<file path="src/rtl/data_request_rx.sv">
// rtl/data_request_rx.sv - sends 0xFF request, reassembles 16-bit channel words from the reply, sends 0x00 release
// Built-in 8N1 UART. Define DATA_REQ_TIMEOUT_EN to compile in the inter-byte timeout abort.
module data_request_rx #(
  parameter int CLKS_PER_BIT   = 434,
  parameter int NUM_CH         = 16,
  parameter int TIMEOUT_CYCLES = 5_000_000
) (
  input  logic        CLK_50M,
  input  logic        RESET,
  input  logic        START,
  input  logic        RX,
  output logic        TX,
  output logic [15:0] CH_DATA,
  output logic [3:0]  CH_IDX,
  output logic        CH_VALID,
  output logic        FRAME_DONE,
  output logic        ERR,
  output logic        BUSY
);
  localparam int BCW = $clog2(CLKS_PER_BIT + 1);
  localparam int WCW = $clog2(NUM_CH + 1);
  localparam logic [BCW-1:0] BIT_LAST = BCW'(CLKS_PER_BIT - 1);
  localparam logic [BCW-1:0] HALF_LAST = BCW'(CLKS_PER_BIT / 2 - 1);

  typedef enum logic [2:0] {IDLE, SEND_REQ, RECV_LO, RECV_HI, SEND_REL} state_t;

  state_t           state_q, state_d;
  logic             done_q, done_d;
  logic [WCW-1:0]   cnt_q, cnt_d;
  logic [7:0]       lo_q, lo_d;
  logic [15:0]      ch_data_q, ch_data_d;
  logic [3:0]       ch_idx_q, ch_idx_d;
  logic             ch_valid_q, ch_valid_d;
  logic             frame_done_q, frame_done_d;
  logic             err_q, err_d;

  logic             tx_q, tx_d, tx_active_q, tx_active_d;
  logic [8:0]       tx_shift_q, tx_shift_d;
  logic [3:0]       tx_bit_q, tx_bit_d;
  logic [BCW-1:0]   tx_cnt_q, tx_cnt_d;
  logic             tx_load, tx_done;
  logic [7:0]       tx_data;

  logic             rx_s1_q, rx_s2_q, rx_prev_q;
  logic             rx_active_q, rx_active_d;
  logic [BCW-1:0]   rx_cnt_q, rx_cnt_d;
  logic [3:0]       rx_bit_q, rx_bit_d;
  logic [7:0]       rx_shift_q, rx_shift_d;
  logic             rx_start_edge, rx_sample, rx_done, rx_ferr;
  logic             timeout;

  assign tx_done       = tx_active_q && (tx_cnt_q == BIT_LAST) && (tx_bit_q == 4'd9);
  assign rx_start_edge = !rx_active_q && rx_prev_q && !rx_s2_q;
  assign rx_sample     = rx_active_q && (rx_cnt_q == ((rx_bit_q == 4'd0) ? HALF_LAST : BIT_LAST));
  assign rx_done       = rx_sample && (rx_bit_q == 4'd9);
  assign rx_ferr       = !rx_s2_q;

  // tx_q is the shift-out register; the frame holds {stop, data} behind the start bit
  always_comb begin
    tx_d        = tx_q;
    tx_active_d = tx_active_q;
    tx_shift_d  = tx_shift_q;
    tx_bit_d    = tx_bit_q;
    tx_cnt_d    = tx_cnt_q;
    if (tx_load) begin
      tx_d        = 1'b0;
      tx_active_d = 1'b1;
      tx_shift_d  = {1'b1, tx_data};
      tx_bit_d    = 4'd0;
      tx_cnt_d    = '0;
    end else if (tx_active_q) begin
      if (tx_cnt_q == BIT_LAST) begin
        tx_cnt_d = '0;
        if (tx_bit_q == 4'd9) begin
          tx_active_d = 1'b0;
        end else begin
          tx_d       = tx_shift_q[0];
          tx_shift_d = {1'b1, tx_shift_q[8:1]};
          tx_bit_d   = tx_bit_q + 4'd1;
        end
      end else begin
        tx_cnt_d = tx_cnt_q + BCW'(1);
      end
    end
  end

  // Sample index 0 is the mid-start check, 1..8 data, 9 the stop bit
  always_comb begin
    rx_active_d = rx_active_q;
    rx_cnt_d    = rx_cnt_q;
    rx_bit_d    = rx_bit_q;
    rx_shift_d  = rx_shift_q;
    if (rx_start_edge) begin
      rx_active_d = 1'b1;
      rx_cnt_d    = '0;
      rx_bit_d    = 4'd0;
    end else if (rx_active_q) begin
      if (rx_sample) begin
        rx_cnt_d = '0;
        if (rx_bit_q == 4'd0) begin
          if (rx_s2_q) rx_active_d = 1'b0;
          else         rx_bit_d    = 4'd1;
        end else if (rx_bit_q == 4'd9) begin
          rx_active_d = 1'b0;
        end else begin
          rx_shift_d = {rx_s2_q, rx_shift_q[7:1]};
          rx_bit_d   = rx_bit_q + 4'd1;
        end
      end else begin
        rx_cnt_d = rx_cnt_q + BCW'(1);
      end
    end
  end

  always_comb begin
    state_d      = state_q;
    done_d       = done_q;
    cnt_d        = cnt_q;
    lo_d         = lo_q;
    ch_data_d    = ch_data_q;
    ch_idx_d     = ch_idx_q;
    ch_valid_d   = 1'b0;
    frame_done_d = 1'b0;
    err_d        = 1'b0;
    tx_load      = 1'b0;
    tx_data      = 8'h00;
    case (state_q)
      IDLE: if (START) begin
        tx_load = 1'b1;
        tx_data = 8'hFF;
        cnt_d   = '0;
        done_d  = 1'b0;
        state_d = SEND_REQ;
      end
      SEND_REQ: if (tx_done) state_d = RECV_LO;
      RECV_LO, RECV_HI: begin
        if ((rx_done && rx_ferr) || (!rx_done && timeout)) begin
          done_d  = 1'b0;
          tx_load = 1'b1;
          state_d = SEND_REL;
        end else if (rx_done && state_q == RECV_LO) begin
          lo_d    = rx_shift_q;
          state_d = RECV_HI;
        end else if (rx_done) begin
          ch_data_d  = {rx_shift_q, lo_q};
          ch_idx_d   = 4'(cnt_q);
          ch_valid_d = 1'b1;
          cnt_d      = cnt_q + WCW'(1);
          if (cnt_q == WCW'(NUM_CH - 1)) begin
            done_d  = 1'b1;
            tx_load = 1'b1;
            state_d = SEND_REL;
          end else begin
            state_d = RECV_LO;
          end
        end
      end
      SEND_REL: if (tx_done) begin
        frame_done_d = done_q;
        err_d        = !done_q;
        state_d      = IDLE;
      end
      default: state_d = IDLE;
    endcase
  end

`ifdef DATA_REQ_TIMEOUT_EN
  localparam int TCW = $clog2(TIMEOUT_CYCLES + 1);
  logic [TCW-1:0] to_cnt_q, to_cnt_d;
  logic           in_recv;

  assign in_recv = (state_q == RECV_LO) || (state_q == RECV_HI);
  assign timeout = in_recv && (to_cnt_q == TCW'(TIMEOUT_CYCLES));

  always_comb begin
    to_cnt_d = to_cnt_q;
    if ((state_d == RECV_LO && state_q != RECV_LO) || rx_start_edge) to_cnt_d = '0;
    else if (in_recv && !timeout) to_cnt_d = to_cnt_q + TCW'(1);
  end

  always_ff @(posedge CLK_50M) begin
    if (RESET) to_cnt_q <= '0;
    else       to_cnt_q <= to_cnt_d;
  end
`else
  assign timeout = 1'b0;
`endif

  always_ff @(posedge CLK_50M) begin
    if (RESET) begin
      state_q      <= IDLE;
      done_q       <= 1'b0;
      cnt_q        <= '0;
      lo_q         <= '0;
      ch_data_q    <= '0;
      ch_idx_q     <= '0;
      ch_valid_q   <= 1'b0;
      frame_done_q <= 1'b0;
      err_q        <= 1'b0;
      tx_q         <= 1'b1;
      tx_active_q  <= 1'b0;
      tx_shift_q   <= '1;
      tx_bit_q     <= '0;
      tx_cnt_q     <= '0;
      rx_s1_q      <= 1'b1;
      rx_s2_q      <= 1'b1;
      rx_prev_q    <= 1'b1;
      rx_active_q  <= 1'b0;
      rx_cnt_q     <= '0;
      rx_bit_q     <= '0;
      rx_shift_q   <= '0;
    end else begin
      state_q      <= state_d;
      done_q       <= done_d;
      cnt_q        <= cnt_d;
      lo_q         <= lo_d;
      ch_data_q    <= ch_data_d;
      ch_idx_q     <= ch_idx_d;
      ch_valid_q   <= ch_valid_d;
      frame_done_q <= frame_done_d;
      err_q        <= err_d;
      tx_q         <= tx_d;
      tx_active_q  <= tx_active_d;
      tx_shift_q   <= tx_shift_d;
      tx_bit_q     <= tx_bit_d;
      tx_cnt_q     <= tx_cnt_d;
      rx_s1_q      <= RX;
      rx_s2_q      <= rx_s1_q;
      rx_prev_q    <= rx_s2_q;
      rx_active_q  <= rx_active_d;
      rx_cnt_q     <= rx_cnt_d;
      rx_bit_q     <= rx_bit_d;
      rx_shift_q   <= rx_shift_d;
    end
  end

  assign TX         = tx_q;
  assign CH_DATA    = ch_data_q;
  assign CH_IDX     = ch_idx_q;
  assign CH_VALID   = ch_valid_q;
  assign FRAME_DONE = frame_done_q;
  assign ERR        = err_q;
  assign BUSY       = (state_q != IDLE);
endmodule

</file>
<file path="config.mk">
export PLATFORM = sky130hd
export DESIGN_NAME = data_request_rx
export DESIGN_NICKNAME = d
export VERILOG_FILES = /design/src/rtl/data_request_rx.sv
export SDC_FILE = /design/constraint.sdc
export NUM_CORES = 1
export LEC_CHECK = 0
export ABC_AREA = 1
export BUFFER_PORTS_ARGS = -buffer_cell sky130_fd_sc_hd__buf_2
export CAP_MARGIN = 20
export CORE_AREA = 5 5 94 96
export DETAILED_ROUTE_END_ITERATION = 10
export DIE_AREA = 0 0 99 101
export GPL_TIMING_DRIVEN = 0
export PLACE_DENSITY = 0.75
export SLEW_MARGIN = 0
export SYNTH_ARGS = -nofsm -noshare
export SYNTH_HDL_FRONTEND = slang
export SYNTH_SLANG_ARGS = --single-unit
</file>
<file path="constraint.sdc">
create_clock -name CLK_50M -period 2.6 [get_ports CLK_50M]
set_clock_uncertainty 0.2 [all_clocks]
set_input_delay 0.39 -clock CLK_50M [delete_from_list [all_inputs] [get_ports CLK_50M]]
set_output_delay 0.39 -clock CLK_50M [all_outputs]
set_load 0.05 [all_outputs]
</file>
==> metrics.md <==
| Metric | Value |
|---|---|
| Synth Cell Area | `between 0.003 and 0.004 mm2` |
| First-pass GRT wire length | `about 13 mm` |
| Syn-to-layout area delta | `12.2%` |
| Gr ovfl total | `0` |
| Buf/Inv on CP | `3` |
| Most frequent cells in the layout | `90 x nand2_1, 88 x dfxtp_1, 83 x nor2_1` |
| Total Routing Usage GR | `between 10% and 20%` |
| CTS max path bufs | `2` |
| Cts hold-fix bufs | `0` |
| H-tree depth | `3` |
| Root Driver | `clkbuf_8` |
| Ys flop type | `dfxtp_1` |
| # Max-Cap Violations | `0` |
| Most common cell on crit path | `nand2_1` |
| Total Die Area | `about 0.01 mm2` |
| DRT antenna net count | `0` |
| Number of core rows | `33` |
| Post-CTS Resized | `0` |
| Critical path class | `register to register` |
| Slowest cell on the critical path | `dfxtp_1` |
| Fraction of layout cells with a size suffix above 1 | `~15%` |
| Leak pwr | `1.91 nW` |
| HP Class | `primary input to register` |
| Tightest Pin Transition | `0.467 ns` |
| Critical Path Start Type | `register` |
| Gate Count Post-Synth | `504` |
| Sum Neg Setup Slack | `0 ns` |
| Critical Path Sink Type | `register` |
| Io pins | `29` |
| Unrepaired setup endpoints after global routing | `false` |
| Power per cell area | `between 700 and 800 mW/mm2` |
| F_max | `around 460 MHz` |
| Die X-Extent | `just under 100 um` |
| Setup violations, final | `0` |
| Crit-path leading delay family | `simple AND/OR/NAND/NOR gates` |
| Syn_nets | `518` |
| DR WL/cell | `11.8 um` |
| Pins over their slew limit | `0` |
| Final-report hold violation count | `0` |
| Multi-input logic area | `0.00179 mm2` |
| Largest net degree at the start of global routing | `19` |
| Core ar. | `between 0.007 and 0.008 mm2` |
| Synth warn | `0` |
| Final period util | `a little over four fifths` |
| Synth unique cells | `36` |
| Sequential area share after synthesis | `a little under half` |
| IO buf count | `28` |
| Iter 0 DRT Violations | `roughly 110` |
| DIE HEIGHT | `~100 um` |
| Initial Util | `approximately half` |
| Antenna Cells | `0` |
| Worst Path Max Fanout | `10` |
| EDFF count, synth | `0` |
| Final-layout fill cell count | `between 700 and 800` |
| Most common cell after layout, fill and taps aside | `nand2_1` |
| #FFs+latches synth | `a little under 90` |
| Clock latency on the worst-skew pair | `approximately 0.36 ns` |
| DRC viols | `0` |
| GPL Wtd Cong | `0.837` |
| Power Total | `approximately 3 mW` |
| Async set or reset register ratio after synthesis | `0%` |
| Slew HR | `68.9%` |
| Clock-pin slew on the worst setup and hold paths | `roughly 0.09 ns` |
| Cts bufs inserted | `9` |
| # nets final | `557` |
| Crit path cell chain | `inv_1, ha_1, nand2_1, nor2_1, nand2_1, nand2_1, nand2_1, nor2_4, nand3_2, inv_2, nand3_2, buf_6, nor2_1, nor2_1` |
| Slowest stage delay, CP | `~0.32 ns` |
| Drt via density | `between 5 and 6` |
| Vias | `3,275` |
| Setup Buffers After CTS | `0` |
| Required @ worst endpoint | `roughly 2.7 ns` |
| Clock sink count | `88` |
| Vias in the first global route | `~3,200` |
| CTS tree | `done` |
| Post-DP HPWL | `5.66 mm` |
| Outcome | `finished, final reports clean` |
| Worst vdd ir | `roughly 300 uV` |
| Antenna violations before repair | `0` |
| Avg Inst Size Synth | `7.61 um2` |
| Min cycle time layout | `around 2.2 ns` |
| Storage cell area | `0.00176 mm2` |
| Drt first pass iters | `5` |
| Crit path DAT | `approximately 2.3 ns` |
| Post-Route WL | `about 7.7 mm` |
[report_power, final]
group	internal (mW)	switching, mW	total [mW]	leakage, nW
sequential	1.45	0.0670	1.51	0.713
clock	0.379	0.551	0.930	0.101
combinational	0.202	0.447	0.650	1.10
total	2.03	1.06	3.09	1.91
[routing by layer]
layer,global-route usage [%],vias to the layer above,wire length [um]
met3,3.46,15,234
met4,7.98,0,165
li1,-,1699,-
met5,0,-,0
met1,19.6,1502,3640
met2,27.5,59,3680
[Yosys cell counts, types with 3 or more instances]
| cell type | n | area share [%] |
|---|---|---|
| nand2_1 | 90 | 8.8 |
| dfxtp_1 | 88 | 46 |
| nor2_1 | 83 | 8.1 |
| inv_1 | 48 | 4.7 |
| o21ai_0 | 41 | 5.4 |
| a21oi_1 | 28 | 3.7 |
| nand3_1 | 24 | 3.1 |
| nor3_1 | 18 | 2.3 |
| ha_1 | 10 | 3.3 |
| xor2_1 | 10 | 2.3 |
| nand4_1 | 9 | 1.5 |
| inv_2 | 6 | 0.59 |
| nor2_4 | 5 | 1.5 |
| clkbuf_1 | 4 | 0.39 |
| nand3_2 | 4 | 1.0 |
| or2_2 | 4 | 0.65 |
| buf_2 | 3 | 0.39 |
| nand2_2 | 3 | 0.49 |
| xnor2_1 | 3 | 0.69 |
[cell families (layout without fill, tap and decap cells)]
kind of cell,Yosys count,in the layout,synth area share [%]
buffers and inverters,67,111,7.24
and+or+nand+nor,252,252,30.6
xor gates and xnor gates,13,13,2.97
AOI/OAI and AO/OA,74,74,9.95
adders and majority gates,10,10,3.26
DFF,88,88,46.0
[worst reg2reg max path, cell delays in order (launching register included)]
cell and delay [ns]:
dfxtp_1 0.32, inv_1 0.11, ha_1 0.19, nand2_1 0.06, nor2_1 0.14, nand2_1 0.10
nand2_1 0.06, nand2_1 0.07, nor2_4 0.15, nand3_2 0.13, inv_2 0.10, nand3_2 0.11
buf_6 0.17, nor2_1 0.13, nor2_1 0.06
[worst paths after layout]
kind,from,endpoint,slack (ns),depth (start not counted)
max,rx_bit_q[1],CH_DATA[5],0.40,14
min,RX,rx_s1_q,0.04,2
max reg2reg,rx_bit_q[1],CH_DATA[5],0.40,14
min reg2reg,done_q,ERR,0.22,1
[metrics by stage]
| step | utilization, % | std cells | setup WS, ns | cell area [um2] | hold slack, ns |
|---|---|---|---|---|---|
| 2_1_floorplan | - | 504 | 0.682 | 3830 | 0.189 |
| 3_3_place_gp | 51.5 | 637 | 0.485 | 4110 | 0.196 |
| 3_5_place_dp | 51.5 | 637 | 0.422 | 4110 | 0.199 |
| 4_1_cts | 54.0 | 653 | 0.389 | 4300 | 0.0224 |
| 5_1_grt | 54.0 | 653 | 0.208 | 4300 | 0.0186 |
| 6_report | 54.0 | 653 | 0.404 | 4300 | 0.0352 |
[area by class of cell]
cell class                      instances  share of cell area [%]
Multi-Input combinational cell        349                    41.7
Inverter                               55                    4.80
Buffer                                 12                    1.66
Clock inverter                          7                    1.72
Sequential cell                        88                    40.9
Timing Repair Buffer                   28                    3.26
Tap cell                              105                    3.05
Clock buffer                            9                    2.88
[registers in the layout, summed over array words and instances (netlist names), 3 cells and up]
register and count:
lo_q 8, rx_bit_q 4, state_q 3, cnt_q 5, CH_IDX 4, tx_bit_q 4, rx_cnt_q 9, rx_shift_q 8
CH_DATA 16, tx_cnt_q 9, tx_shift_q 8
Note: power is estimated with default switching activity, not from simulation.
